### config.mk
export PLATFORM = sky130hd
export DESIGN_NAME = multicycle_ctrl
export DESIGN_NICKNAME = d
export VERILOG_FILES = /design/src/rtl/multicycle_ctrl.sv
export SDC_FILE = /design/constraint.sdc
export NUM_CORES = 1
export LEC_CHECK = 0
export ABC_AREA = 1
export CAP_MARGIN = 20
export CORE_AREA = 5 5 58 60
export DETAILED_ROUTE_END_ITERATION = 10
export DIE_AREA = 0 0 63 65
export DONT_BUFFER_PORTS = 1
export PLACE_DENSITY = 0.66
export SLEW_MARGIN = 30
export SYNTH_ARGS = -nofsm -noshare
export SYNTH_HDL_FRONTEND = slang
export SYNTH_SLANG_ARGS = --single-unit
### constraint.sdc
create_clock -name clk -period 1.4 [get_ports clk]
set_input_delay 0.28 -clock clk [delete_from_list [all_inputs] [get_ports clk]]
set_output_delay 0.28 -clock clk [all_outputs]
set_load 0.02 [all_outputs]
### src/rtl/multicycle_ctrl.sv
// Multi-cycle RV64 control FSM: fetch/decode/execute/memory/writeback sequencing with ready handshake and timeout halt.
// Optional perf counters (cycle_cnt, retired_cnt) under `define MC_CTRL_PERF_EN.
module multicycle_ctrl #(
  parameter int MAX_WAIT = 16,
  parameter int CNT_W    = 32
) (
  input  logic             clk,
  input  logic             rst_n,
  input  logic [31:0]      inst_code,
  input  logic             mem_ready,
  output logic             imem_req,
  output logic             dmem_req,
  output logic             dmem_we,
  output logic             ir_we,
  output logic             pc_we,
  output logic             pc_sel,
  output logic             reg_we,
  output logic             alu_src_imm,
  output logic [1:0]       alu_op,
  output logic [1:0]       wb_sel,
  output logic             halted,
  output logic [1:0]       err_code
`ifdef MC_CTRL_PERF_EN
  ,
  output logic [CNT_W-1:0] cycle_cnt,
  output logic [CNT_W-1:0] retired_cnt
`endif
);

  localparam int WW = (MAX_WAIT > 1) ? $clog2(MAX_WAIT) : 1;
  localparam logic [WW-1:0] WAIT_LAST = WW'((MAX_WAIT > 0) ? MAX_WAIT - 1 : 0);

  localparam logic [6:0] OP_LD   = 7'b0000011;
  localparam logic [6:0] OP_IALU = 7'b0010011;
  localparam logic [6:0] OP_SD   = 7'b0100011;
  localparam logic [6:0] OP_JALR = 7'b1100111;
  localparam logic [6:0] OP_RALU = 7'b0110011;

  typedef enum logic [2:0] {
    S_IDLE, S_FETCH, S_DECODE, S_EXEC, S_MEM, S_WB, S_HALT
  } state_t;

  typedef struct packed {
    logic       imem_req;
    logic       dmem_req;
    logic       dmem_we;
    logic       pc_we;
    logic       pc_sel;
    logic       reg_we;
    logic       alu_src_imm;
    logic [1:0] alu_op;
    logic [1:0] wb_sel;
    logic       halted;
  } ctrl_t;

  state_t          state, state_n;
  logic [6:0]      op_q, op_n;
  logic [WW-1:0]   wait_cnt, wait_n;
  logic [1:0]      err_q, err_n;
  ctrl_t           ctrl_q;
  logic            timeout;
  logic            sd_ack;
  logic            unused_inst;

  function automatic logic is_legal(input logic [6:0] op);
    return (op == OP_LD) || (op == OP_IALU) || (op == OP_SD) ||
           (op == OP_JALR) || (op == OP_RALU);
  endfunction

  // Moore strobes for the state being entered; registered so they switch cleanly on the edge.
  function automatic ctrl_t ctrl_of(input state_t s, input logic [6:0] op);
    ctrl_t c;
    c = '0;
    case (s)
      S_FETCH: c.imem_req = 1'b1;
      S_EXEC, S_MEM: begin
        c.alu_src_imm = (op != OP_RALU);
        c.alu_op      = (op == OP_IALU || op == OP_RALU) ? 2'b10 : 2'b00;
        if (s == S_MEM) begin
          c.dmem_req = 1'b1;
          c.dmem_we  = (op == OP_SD);
        end
      end
      S_WB: begin
        c.reg_we = 1'b1;
        c.pc_we  = 1'b1;
        c.pc_sel = (op == OP_JALR);
        c.wb_sel = (op == OP_JALR) ? 2'b10 : (op == OP_LD) ? 2'b01 : 2'b00;
      end
      S_HALT:  c.halted = 1'b1;
      default: ;
    endcase
    return c;
  endfunction

  // A ready on the last allowed cycle still completes the request.
  assign timeout = (MAX_WAIT != 0) && !mem_ready && (wait_cnt == WAIT_LAST);

  always_comb begin
    state_n = state;
    op_n    = op_q;
    wait_n  = wait_cnt;
    err_n   = err_q;
    case (state)
      S_IDLE: begin
        state_n = S_FETCH;
        wait_n  = '0;
      end
      S_FETCH, S_MEM: begin
        if (mem_ready) begin
          if (state == S_FETCH) begin
            state_n = S_DECODE;
          end else if (op_q == OP_SD) begin
            state_n = S_FETCH;
            wait_n  = '0;
          end else begin
            state_n = S_WB;
          end
        end else if (timeout) begin
          state_n = S_HALT;
          err_n   = 2'b10;
        end else begin
          wait_n = wait_cnt + 1'b1;
        end
      end
      S_DECODE: begin
        op_n = inst_code[6:0];
        if (is_legal(inst_code[6:0])) begin
          state_n = S_EXEC;
        end else begin
          state_n = S_HALT;
          err_n   = 2'b01;
        end
      end
      S_EXEC: begin
        if (op_q == OP_LD || op_q == OP_SD) begin
          state_n = S_MEM;
          wait_n  = '0;
        end else begin
          state_n = S_WB;
        end
      end
      S_WB: begin
        state_n = S_FETCH;
        wait_n  = '0;
      end
      S_HALT:  ;
      default: state_n = S_IDLE;
    endcase
  end

  always_ff @(posedge clk or negedge rst_n) begin
    if (!rst_n) begin
      state    <= S_IDLE;
      op_q     <= '0;
      wait_cnt <= '0;
      err_q    <= 2'b00;
      ctrl_q   <= '0;
    end else begin
      state    <= state_n;
      op_q     <= op_n;
      wait_cnt <= wait_n;
      err_q    <= err_n;
      ctrl_q   <= ctrl_of(state_n, op_n);
    end
  end

  // Handshake-qualified strobes fire only in the ready cycle, so they stay combinational on mem_ready.
  assign sd_ack      = (state == S_MEM) && (op_q == OP_SD) && mem_ready;
  assign ir_we       = (state == S_FETCH) && mem_ready;
  assign pc_we       = ctrl_q.pc_we | sd_ack;
  assign imem_req    = ctrl_q.imem_req;
  assign dmem_req    = ctrl_q.dmem_req;
  assign dmem_we     = ctrl_q.dmem_we;
  assign pc_sel      = ctrl_q.pc_sel;
  assign reg_we      = ctrl_q.reg_we;
  assign alu_src_imm = ctrl_q.alu_src_imm;
  assign alu_op      = ctrl_q.alu_op;
  assign wb_sel      = ctrl_q.wb_sel;
  assign halted      = ctrl_q.halted;
  assign err_code    = err_q;
  assign unused_inst = ^inst_code[31:7];

`ifdef MC_CTRL_PERF_EN
  always_ff @(posedge clk or negedge rst_n) begin
    if (!rst_n) begin
      cycle_cnt   <= '0;
      retired_cnt <= '0;
    end else begin
      if (state != S_IDLE && state != S_HALT) cycle_cnt <= cycle_cnt + 1'b1;
      if (pc_we) retired_cnt <= retired_cnt + 1'b1;
    end
  end
`else
  localparam int unused_cnt_w = CNT_W;
`endif

endmodule

==> impl_metrics.ini <==
[synth]
ys_seq_area_share_pct = 46.5
syn-num-nets = 202
ys_seq_elements = 25
synth_top_family_by_area = simple AND/OR/NAND/NOR gates
synthAdderAreaFrac_pct = 0.930
synth_edf_count = 0
avgSynthCellArea_sq_um = 8.10
synth_common_cells = nand2_1, dfrtp_1, inv_1, nor2_1, nand3_1
async_flop_share_pct = 100
synth_xor_area_share_pct = 0.651
synth_compound_area_share_pct = 9.67
yosysTopAreaCell = dfrtp_1
yosysWarnings = 0
synth_mux_area_share_pct = 0
synth.area.top_cells = dfrtp_1, nand2_1, inv_1, nand3_1, nor2_1
synthDistinctLibCells = 28
dominantRegCellSynth = dfrtp_1
postSynthCellCount = 166
netlist_area_sq_mm = 0.00135
synthDominantCellAreaShare_pct = 46.5
yosys.area_share.simple_pct = 34.0
yosysMostFrequentCell = nand2_1

[timing]
skew_ns = 0.00582
setup_viol = 24
fin_crit_ns = 1.79
fmax_mhz = 560
rsz0062_at_grt = true
slew_violations = 0
fin_crit_sh_pct = 128
fin_ws_ns = -0.385
hold_violations = 0

[critical_path]
worst_setup_path_end_kind = output pin
crit_arrival_ns = 1.51
slowest_stage = dfrtp_1
crit_chain = inv_4 > nand3_4 > o31ai_2 > buf_4
critPathKind = reg2out
slowest_delay_ns = 0.47
start_kind = flip-flop
reg2reg_slack_ns = -0.31
timing.rr.start = state[1]
r2r_cells = 10
r2r_end = alu_op[1]
required_ns = 1.12
crit_fanout = 5

[clocking]
clock_path_buffers = 2
cts_tree = yes
root_buffer = clkbuf_4
clk_pin_slew_worst_paths_ns = 0.15
clk_latency_ns = 0.33
htreeDepth = 1
cts.sinks = 25
cts_buffers = 3

[drt]
drc = 0
wl_per_cell_um = 16.7
dr.pass1.iters = 4
ant_nets = 0
viasPerCell = 5.39
wl_um = 4090
vias = 1316
drt-initial-drc-count = 103

[floorplan]
die_x_um = 63
fp-row-count = 20
core-area_sq_mm = 0.00288
io_pins = 50
start_util_pct = 46.7
die-area_sq_mm = 0.00410
die_h_um = 65

[layout]
nets = 248
filler_cell_count = 192
final_cell_area_sq_mm = 0.00212
seq_area_sq_um = 627
utilization_pct = 73.7
syn2layout_area_growth_pct = 57.8
multi_input_area_sq_um = 938
diodes = 0
instances_no_fill = 244
drive_above_1_share_pct = 58.3

[grt]
grt_pass1_vias = 1290
grtUsageTotal_pct = 16.6
grt_overflow = 0
grt_max_degree = 26
grt_antenna_before_repair = 0
grt_pass1_wl_um = 5490

[worst_hold_path]
hold_path.startpoint = inst_code[4]
hp-class = in2reg
min_path_cells = 2
worstHoldEndpoint = op_q[4]

[pwr]
peakVddDrop_uv = 1640
p_leak_nw = 1.01
p_per_area_mw_per_mm2 = 2390
power_mw = 5.08

[placement]
dp_hpwl_um = 2190
place_ws_ns = -0.116
gp_congestion = 0.866
placed_area_sq_mm = 0.00152
io_buffers = 0
placed_cells = 216

[outcome]
violations = negative setup slack
outcome = complete, but fails checks

[job]
maxCapViolCount = 0
stage by stage:
stage | hold slack, ns | TNS, ns
finish | 0.0903 | -3.95
global route | 0.0843 | -5.20
CTS | 0.0943 | -1.81
detailed placement | -0.0151 | -1.09
global placement | -0.0151 | -0.606
floorplan | -0.0156 | 0
what timing repair did:
action,in CTS,in global routing
gates cloned,0,1
resized for setup,43,57
setup endpoints to repair,14,20
hold endpoints to repair,25,0
pin swaps,17,24
buffers inserted,10,13
hold buffers,2,0
layer usage:
layer	GRT usage, %	up-vias	wire [um]
met5	0	-	0
met2	30.3	39	2230
met1	18.2	645	1530
li1	-	620	-
met3	3.64	12	188
met4	7.16	0	133
where the power goes:
| part | switching, mW | leakage [nW] | internal [mW] |
|---|---|---|---|
| clock network | 0.234 | 0.0139 | 0.109 |
| registers | 0.202 | 0.319 | 0.945 |
| logic | 2.03 | 0.675 | 1.56 |
cell families after synthesis:
family                   after synthesis
buffers and inverters                 25
adder cells (fa/ha/maj)                1
AO/OA/AOI/OAI                         19
XOR/XNOR                               1
AND/OR/NAND/NOR                       94
flip-flops                            25
other                                  1
flip-flops by register name (all words and copies together) (netlist names):
name,cells
imem_req,1
state,3
alu_src_imm,1
wb_sel,1
pc_sel,1
dmem_we,1
dmem_req,1
wait_cnt,4
err_code,2
op_q,7
ctrl_q,1
halted,1
alu_op,1
cell usage in the layout, fill, tap and decap left out, types with 2 or more instances in the layout:
master	synthesis	layout
a21oi_1	7	2
a21oi_2	3	5
a21oi_4	0	3
buf_4	2	28
buf_6	0	12
clkbuf_4	0	3
dfrtp_1	25	24
inv_1	18	12
inv_2	4	7
inv_4	0	2
inv_6	1	2
nand2_1	39	21
nand2_2	10	12
nand2_4	0	14
nand2_8	0	2
nand3_1	13	7
nand3_2	2	3
nand3_4	0	5
nand4_1	4	4
nor2_1	17	10
nor2_2	3	7
nor2_4	1	4
o21ai_1	2	2
o21ai_4	1	3
how the worst max path moves through the flow:
stage           startpoint          end  depth (start not counted)
6_report          state[1]        pc_we                          4
5_1_grt           state[1]        pc_we                          4
4_1_cts            op_q[6]        pc_we                          4
3_5_place_dp   wait_cnt[0]  wait_cnt[1]                          9
3_3_place_gp   wait_cnt[0]  wait_cnt[1]                          9
2_1_floorplan     state[1]        pc_we                          3
critical path: cells and delay by family, from the launching register on:
kind | cells | cell delay [ns]
flops | 1 | 0.47
buf+inv | 2 | 0.32
simple gates | 1 | 0.14
compound gates | 1 | 0.24
cell type report:
class | instances | share of cell area, %
Timing Repair inverter | 1 | 0.413
Clock inverter | 1 | 0.354
Sequential cell | 25 | 29.5
Tap cell | 33 | 1.95
Inverter | 23 | 4.78
Multi-Input combinational cell | 116 | 44.2
Timing Repair Buffer | 42 | 17.7
Clock buffer | 3 | 1.06
Power figures use the tool's default switching activity.
